[config.mk]
export PLATFORM = sky130hd
export DESIGN_NAME = cache_mem_arbiter
export DESIGN_NICKNAME = d
export VERILOG_FILES = /design/src/rtl/cpu_types_pkg.sv /design/src/rtl/arb_wait_counter.sv /design/src/rtl/cache_mem_arbiter.sv
export SDC_FILE = /design/constraint.sdc
export NUM_CORES = 1
export LEC_CHECK = 0
export BUFFER_PORTS_ARGS = -buffer_cell sky130_fd_sc_hd__buf_4
export CAP_MARGIN = 30
export CORE_AREA = 4 4 103 105
export CTS_CLUSTER_SIZE = 8
export DETAILED_ROUTE_END_ITERATION = 8
export DIE_AREA = 0 0 107 109
export PLACE_DENSITY = 0.63
export SKIP_LAST_GASP = 1
export SLEW_MARGIN = 10
export SYNTH_ARGS = -nofsm -noshare
export SYNTH_HDL_FRONTEND = slang
export SYNTH_HIERARCHICAL = 1
export SYNTH_SLANG_ARGS = --single-unit
[constraint.sdc]
create_clock -name CLK -period 5.5 [get_ports CLK]
set_input_delay 0.55 -clock CLK [delete_from_list [all_inputs] [get_ports CLK]]
set_output_delay 0.55 -clock CLK [all_outputs]
set_load 0.03 [all_outputs]
[src/rtl/cpu_types_pkg.sv]
// Shared types for the cache/RAM arbitration path: RAM handshake states,
// arbiter FSM states, grant identity and the machine word.
package cpu_types_pkg;

  typedef logic [31:0] word_t;

  typedef enum logic [1:0] {
    FREE   = 2'd0,
    BUSY   = 2'd1,
    ACCESS = 2'd2,
    ERROR  = 2'd3
  } ramstate_t;

  typedef enum logic [1:0] {
    IDLE = 2'd0,
    IGNT = 2'd1,
    DGNT = 2'd2
  } arb_state_t;

  typedef enum logic {
    GNT_I = 1'b0,
    GNT_D = 1'b1
  } grant_t;

endpackage

[src/rtl/arb_wait_counter.sv]
// Saturating grant-wait counter: clear wins over enable, holds at MAX_WAIT,
// o_sat flags the saturated value.
module arb_wait_counter #(
  parameter int MAX_WAIT = 255
) (
  input  logic i_clk,
  input  logic i_rst,
  input  logic i_clr,
  input  logic i_en,
  output logic o_sat
);

  localparam int W = $clog2(MAX_WAIT + 1);
  localparam logic [W-1:0] C_MAX = W'(MAX_WAIT);

  logic [W-1:0] r_count;

  assign o_sat = (r_count == C_MAX);

  always_ff @(posedge i_clk) begin
    if (i_rst || i_clr) begin
      r_count <= '0;
    end else if (i_en && !o_sat) begin
      r_count <= r_count + 1'b1;
    end
  end

endmodule

[src/rtl/cache_mem_arbiter.sv]
// Grants the single RAM port to the icache or dcache and returns the data.
// Define ARB_RR_EN to alternate grants under contention (default: data first).
module cache_mem_arbiter
  import cpu_types_pkg::*;
#(
  parameter int MAX_WAIT = 255
) (
  input  logic        CLK,
  input  logic        RST,
  input  logic        iREN,
  input  logic [31:0] iaddr,
  output logic        iwait,
  output logic [31:0] iload,
  input  logic        dREN,
  input  logic        dWEN,
  input  logic [31:0] daddr,
  input  logic [31:0] dstore,
  output logic        dwait,
  output logic [31:0] dload,
  output logic        ramREN,
  output logic        ramWEN,
  output logic [31:0] ramaddr,
  output logic [31:0] ramstore,
  input  logic [31:0] ramload,
  input  logic [1:0]  ramstate,
  output logic        timeout,
  output logic        ram_err
);

  arb_state_t r_state, w_next;
  grant_t     r_last_grant, w_last_next;
  logic       r_timeout, r_ram_err;
  logic       w_d_req, w_i_req, w_access, w_error, w_cnt_en, w_err_seen, w_sat;

  assign w_d_req  = dREN | dWEN;
  assign w_i_req  = iREN;
  assign w_access = (ramstate_t'(ramstate) == ACCESS);
  assign w_error  = (ramstate_t'(ramstate) == ERROR);

  arb_wait_counter #(.MAX_WAIT(MAX_WAIT)) u_wait_cnt (
    .i_clk (CLK),
    .i_rst (RST),
    .i_clr (r_state == IDLE),
    .i_en  (w_cnt_en),
    .o_sat (w_sat)
  );

  always_comb begin
    w_next      = r_state;
    w_last_next = r_last_grant;
    ramREN      = 1'b0;
    ramWEN      = 1'b0;
    ramaddr     = '0;
    ramstore    = '0;
    iwait       = 1'b1;
    dwait       = 1'b1;
    iload       = '0;
    dload       = '0;
    w_cnt_en    = 1'b0;
    w_err_seen  = 1'b0;
    case (r_state)
      IDLE: begin
`ifdef ARB_RR_EN
        if (w_d_req && w_i_req) w_next = (r_last_grant == GNT_D) ? IGNT : DGNT;
        else if (w_d_req)       w_next = DGNT;
        else if (w_i_req)       w_next = IGNT;
`else
        if (w_d_req)      w_next = DGNT;
        else if (w_i_req) w_next = IGNT;
`endif
      end
      DGNT: begin
        if (!w_d_req) begin
          w_next = IDLE;  // request withdrawn: abandon without completion
        end else begin
          ramaddr    = daddr;
          ramstore   = dstore;
          ramWEN     = dWEN;
          ramREN     = !dWEN;
          w_err_seen = w_error;
          if (w_access) begin
            dwait       = 1'b0;
            dload       = ramload;
            w_next      = IDLE;
            w_last_next = GNT_D;
          end else begin
            w_cnt_en = 1'b1;
          end
        end
      end
      IGNT: begin
        if (!w_i_req) begin
          w_next = IDLE;
        end else begin
          ramaddr    = iaddr;
          ramREN     = 1'b1;
          w_err_seen = w_error;
          if (w_access) begin
            iwait       = 1'b0;
            iload       = ramload;
            w_next      = IDLE;
            w_last_next = GNT_I;
          end else begin
            w_cnt_en = 1'b1;
          end
        end
      end
      default: w_next = IDLE;
    endcase
  end

  always_ff @(posedge CLK) begin
    if (RST) begin
      r_state      <= IDLE;
      r_last_grant <= GNT_I;
      r_timeout    <= 1'b0;
      r_ram_err    <= 1'b0;
    end else begin
      r_state      <= w_next;
      r_last_grant <= w_last_next;
      r_timeout    <= r_timeout | w_sat;
      r_ram_err    <= r_ram_err | w_err_seen;
    end
  end

  // Counter saturation shows up in the same cycle it is reached.
  assign timeout = r_timeout | w_sat;
  assign ram_err = r_ram_err;

endmodule
Yosys cells after proc, flatten, opt, wreduce, memory -nomap -nowiden
Cells that the tools add are included.

Add/sub/neg operators: 1. Eq/ne operators: 6. Muxes and demuxes: 32. Bitwise gates (word level): 3. Reduce and logical (&&, ||, !) cells: 5.

Operators by type and width (number): 2-to-1 mux 32 bit (9); case mux 32 bit (2 select lines) (1); 2-to-1 mux 1 bit (13); 2-to-1 mux 2 bit (5); adder 8 x 1 -> 8 bit (second input constant) (1); equality test 8 bit (second input constant) (1); equality test 2 bit (second input constant) (3); case mux 1 bit (2 select lines) (3); case mux 2 bit (3 select lines) (1); != test 3 bit (second input constant) (1); bitwise OR 1 bit (3); equality test 2 x 1 -> 1 bit (second input constant) (1); logical NOT 1 bit (2); logical NOT 2 bit (1); logical AND 1 bit (1); logical OR 1 bit (1).

Register bits: 12. Bits of input ports: 135.

Depth between registers and ports, before layout
Depth in word-level cells: 5. Depth in mapped cells: 8. Mapped depth without buffers: 8.

Cells and area by module
The synthesis kept the hierarchy.

By module, submodules not included: cache_mem_arbiter (instances 1, cells each 231, area an instance 1579.0 um2); arb_wait_counter (instances 1, cells each 49, area an instance 425.4 um2).

Worst setup path after synthesis
OpenSTA, ideal clock, no wires.

Path kind: reg-to-output. Start point: reg r_state[0]. End point: out ramaddr[0]. Arrival time: 1547 ps. Slack: 3403 ps. Cell stages (with the launch flop): 8. Cell sequence: dfxtp_1 -> inv_1 -> ha_1 -> o21a_1 -> buf_2 -> buf_2 -> a22oi_1 -> nor2b_1.

Longest elaborated chain between the ends: 2.

RTL lines: start: declaration (line cache_mem_arbiter.sv:30) `arb_state_t r_state, w_next;`; start signal: assignment (line cache_mem_arbiter.sv:119) `r_state <= w_next;`; equality test 2 x 1 -> 1 bit / equality test 2 bit (equally long branches) (line cache_mem_arbiter.sv:61) `case (r_state)`; case mux 32 bit (2 select lines) (*) (line cache_mem_arbiter.sv:61); end: declaration (line cache_mem_arbiter.sv:22) `output logic [31:0] ramaddr,`.

Every way passes the cells marked *; elsewhere a longest branch is shown, timed or not.

Worst setup path in the final report
Start point: reg r_state[1]. End point: reg u_wait_cnt.r_count[6].

Longest elaborated chain between the ends: 3.

RTL lines: equality test 2 x 1 -> 1 bit / equality test 2 bit (equally long branches) (line cache_mem_arbiter.sv:61); case mux 1 bit (2 select lines) (*) (line cache_mem_arbiter.sv:61); named net w_cnt_en (line cache_mem_arbiter.sv:33) `logic w_d_req, w_i_req, w_access, w_error, w_cnt_en, w_err_seen, w_sat;`; logical AND 1 bit (*) (line arb_wait_counter.sv:23) `end else if (i_en && !o_sat) begin`; end signal: assignment (line arb_wait_counter.sv:24) `r_count <= r_count + 1'b1;`; end: declaration (line arb_wait_counter.sv:16) `logic [W-1:0] r_count;`.

The timed path passes the listed nets; every way through them passes the cells marked *. A chain may end at the register's enable or synchronous reset.

==> impl_metrics.yaml <==
status:
  status: "finished, final reports clean"
logic_synthesis:
  seq_area_frac_synth_pct: 12.0
  synth_ff_type: "dfxtp_1"
  netlist_area_mm2: 0.00200
  synth.distinct_cells: 46
  synth_edf_count: 0
  syn-mean-instance-area_um2: 7.16
  postSynthCellCount: 280
  syn_nets: 420
  synth-seq-cells: 12
  yosysWarnings: 6
  async_flop_share_pct: 0
worst_setup_path:
  startpoint: "r_state[1]"
  end_kind: "register"
  crit_slowest_cell: "ha_1"
  critical-path-max-stage-delay_ns: 0.84
  start_kind: "register"
  worstPathCellList: "inv_1 > ha_1 > o311ai_0 > nor2_1 > nand2_1 > o31a_1 > a2111oi_1"
  cp_top_family: "compound AO/OA/AOI/OAI gates"
  crit_arrival_ns: 3.09
  r2r-start: "r_state[1]"
  crit_buf_inv: 1
  crit_type: "register to register"
  cp_max_fo: 34
  crit_required_ns: 5.61
sta:
  hold_viol: 0
  fmax_mhz: 336
  slew-limit-headroom_pct: 43.9
  setup_ws_ns: 2.52
  post-route-period-util_pct: 54.1
  whs_ns: 0.478
  slew_viol_final: 0
  fin_worst_skew_ns: 0.000675
  fin_crit_ns: 2.98
  tightest_slew_ns: 0.842
  setup-violations-final: 0
  finalSetupTns_ns: 0
  rsz0062_at_grt: "false"
floorplan:
  die_w_um: 107
  core_area_mm2: 0.00964
  dieHeight_um: 109
  rows: 36
  dieArea_mm2: 0.0117
  num_io_pins: 269
  initial_core_util_pct: 20.8
final_layout:
  seq_area_um2: 240
  area_growth_pct: 104
  fillers: 1037
  drive_gt1_share_pct: 53.9
  final_nets: 666
  antenna_cells: 0
  multiInputGateArea_mm2: 0.00155
  stdcell_area_mm2: 0.00409
routing:
  viasPerCell: 4.59
  first_iter_violations: 251
  ant_nets: 0
  drc: 0
  dr.pass1.iters: 6
  drt_wl_total_mm: 11.2
  wl_per_cell_um: 17.0
  vias: 3018
power:
  vdd_ir_drop_max_mv: 0.190
  pwr_density_cell_mw_per_mm2: 120
  leakagePower_nw: 2.22
place:
  numPortBuffers: 268
  gp_congestion: 0.810
  place_area_mm2: 0.00401
  dp_hpwl_mm: 9.14
  post-place-ws_ns: 2.48
clock_tree:
  htreeDepth: 1
  cts_buffers: 3
  cts_tree: "done"
  postCtsHoldBufs: 0
  clk_pin_slew_ns: 0.05
  cts-resized-gates: 0
  cts_sinks: 12
  cts.path.max_buffers: 2
  cts_root_buf: "clkbuf_8"
  postCtsSetupBuffers: 0
  clk_latency_ns: 0.24
min_path:
  hp-start: "ram_err"
  hp-class: "register to register"
grt:
  grt_use_total_pct: 16.8
  grt_max_degree: 98
  gr-total-overflow: 0
  grt_pass1_wl_mm: 15.7
  antenna_found_initial: 0
  grt_pass1_vias: 2753
flow_run:
  max-cap-violations: 0
==> layout make-up <==
class                   instances  share of cell area [%]
flip-flops and latches         12                    5.88
multi-input cells             229                    37.9
well taps                     133                    4.07
clock buffers                   4                    1.35
inverters                      10                   0.919
repair buffers                270                    49.9
==> layout by cell type (no fill, tap or decap), types with 3 or more instances in the layout <==
master	synthesis	final
buf_4	0	269
and3_1	65	65
nor2b_1	33	33
and2_1	33	33
a22oi_1	32	32
dfxtp_1	12	12
inv_1	10	10
nand2_1	10	10
nor2_1	6	6
ha_1	5	5
clkbuf_8	0	4
nand4_1	3	3
a2111oi_0	3	3
mux2i_1	3	3
==> sequential cells by signal, summed over array words and instances, names as in the netlist <==
name                flops
r_state                 2
r_timeout               1
u_wait_cnt/r_count      8
ram_err                 1
==> layer usage <==
layer / up-vias / share of wire, % / GRT usage [%]
met4: 0 / 0.66 / 1.92
met2: 114 / 54 / 31.4
met3: 6 / 7.0 / 3.02
met5: - / 0 / 0
met1: 1401 / 39 / 20.7
li1: 1497 / - / -
==> cells in the mapped netlist, drive strengths merged, types with 2 or more instances <==
| library cell | n | share of area (%) |
|---|---|---|
| a31oi | 2 | 0.62 |
| ha | 5 | 3.1 |
| and2 | 35 | 11 |
| or3 | 2 | 0.62 |
| inv | 10 | 1.9 |
| buf | 14 | 6.0 |
| o211ai | 2 | 1.2 |
| nand2 | 11 | 2.2 |
| a22oi | 32 | 12 |
| nor2b | 34 | 11 |
| and3 | 65 | 20 |
| clkbuf | 15 | 3.0 |
| nand3b | 2 | 0.75 |
| a2111oi | 4 | 1.8 |
| nor2 | 6 | 1.1 |
| a21oi | 2 | 0.69 |
| o21ai | 2 | 0.50 |
| dfxtp | 12 | 12 |
| mux2i | 3 | 1.5 |
| nand2b | 2 | 0.62 |
| nand4 | 3 | 0.94 |
==> kinds of logic (layout without fill, tap and decap cells) <==
logic type	after synthesis	count (layout)	synth area share [%]
mux	3	3	1.50
buf+inv	39	284	10.9
flops	12	12	12.0
simple gates	164	164	50.1
fa+ha+maj	5	5	3.12
compound gates	57	57	22.4
==> path summary, 6_finish.rpt <==
path	depth (start not counted)	endpoint	slack (ns)
max	7	u_wait_cnt/r_count[6]	2.52
min	2	ram_err	0.48
max reg2reg	7	u_wait_cnt/r_count[6]	2.52
min reg2reg	2	ram_err	0.48
==> where the power goes <==
group          switching [mW]  internal, mW  total (mW)
clock                  0.0329        0.0632      0.0961
combinational           0.161         0.141       0.302
sequential            0.00217        0.0889      0.0911
total                   0.196         0.293       0.489
==> through the flow <==
step                total power, mW  util (%)  std cells
finish                        0.489      42.4        658
global route                  0.517      42.4        658
CTS                           0.491      42.2        657
detailed placement            0.394      41.6        653
global placement              0.390      41.6        653
floorplan                     0.254         -        280
==> worst min-delay path, delay by kind of cell (launching register included) <==
kind | cells | cell delay [ns]
flops | 1 | 0.31
compound gates | 1 | 0.07
buf+inv | 1 | 0.05
Power figures use the tool's default switching activity.
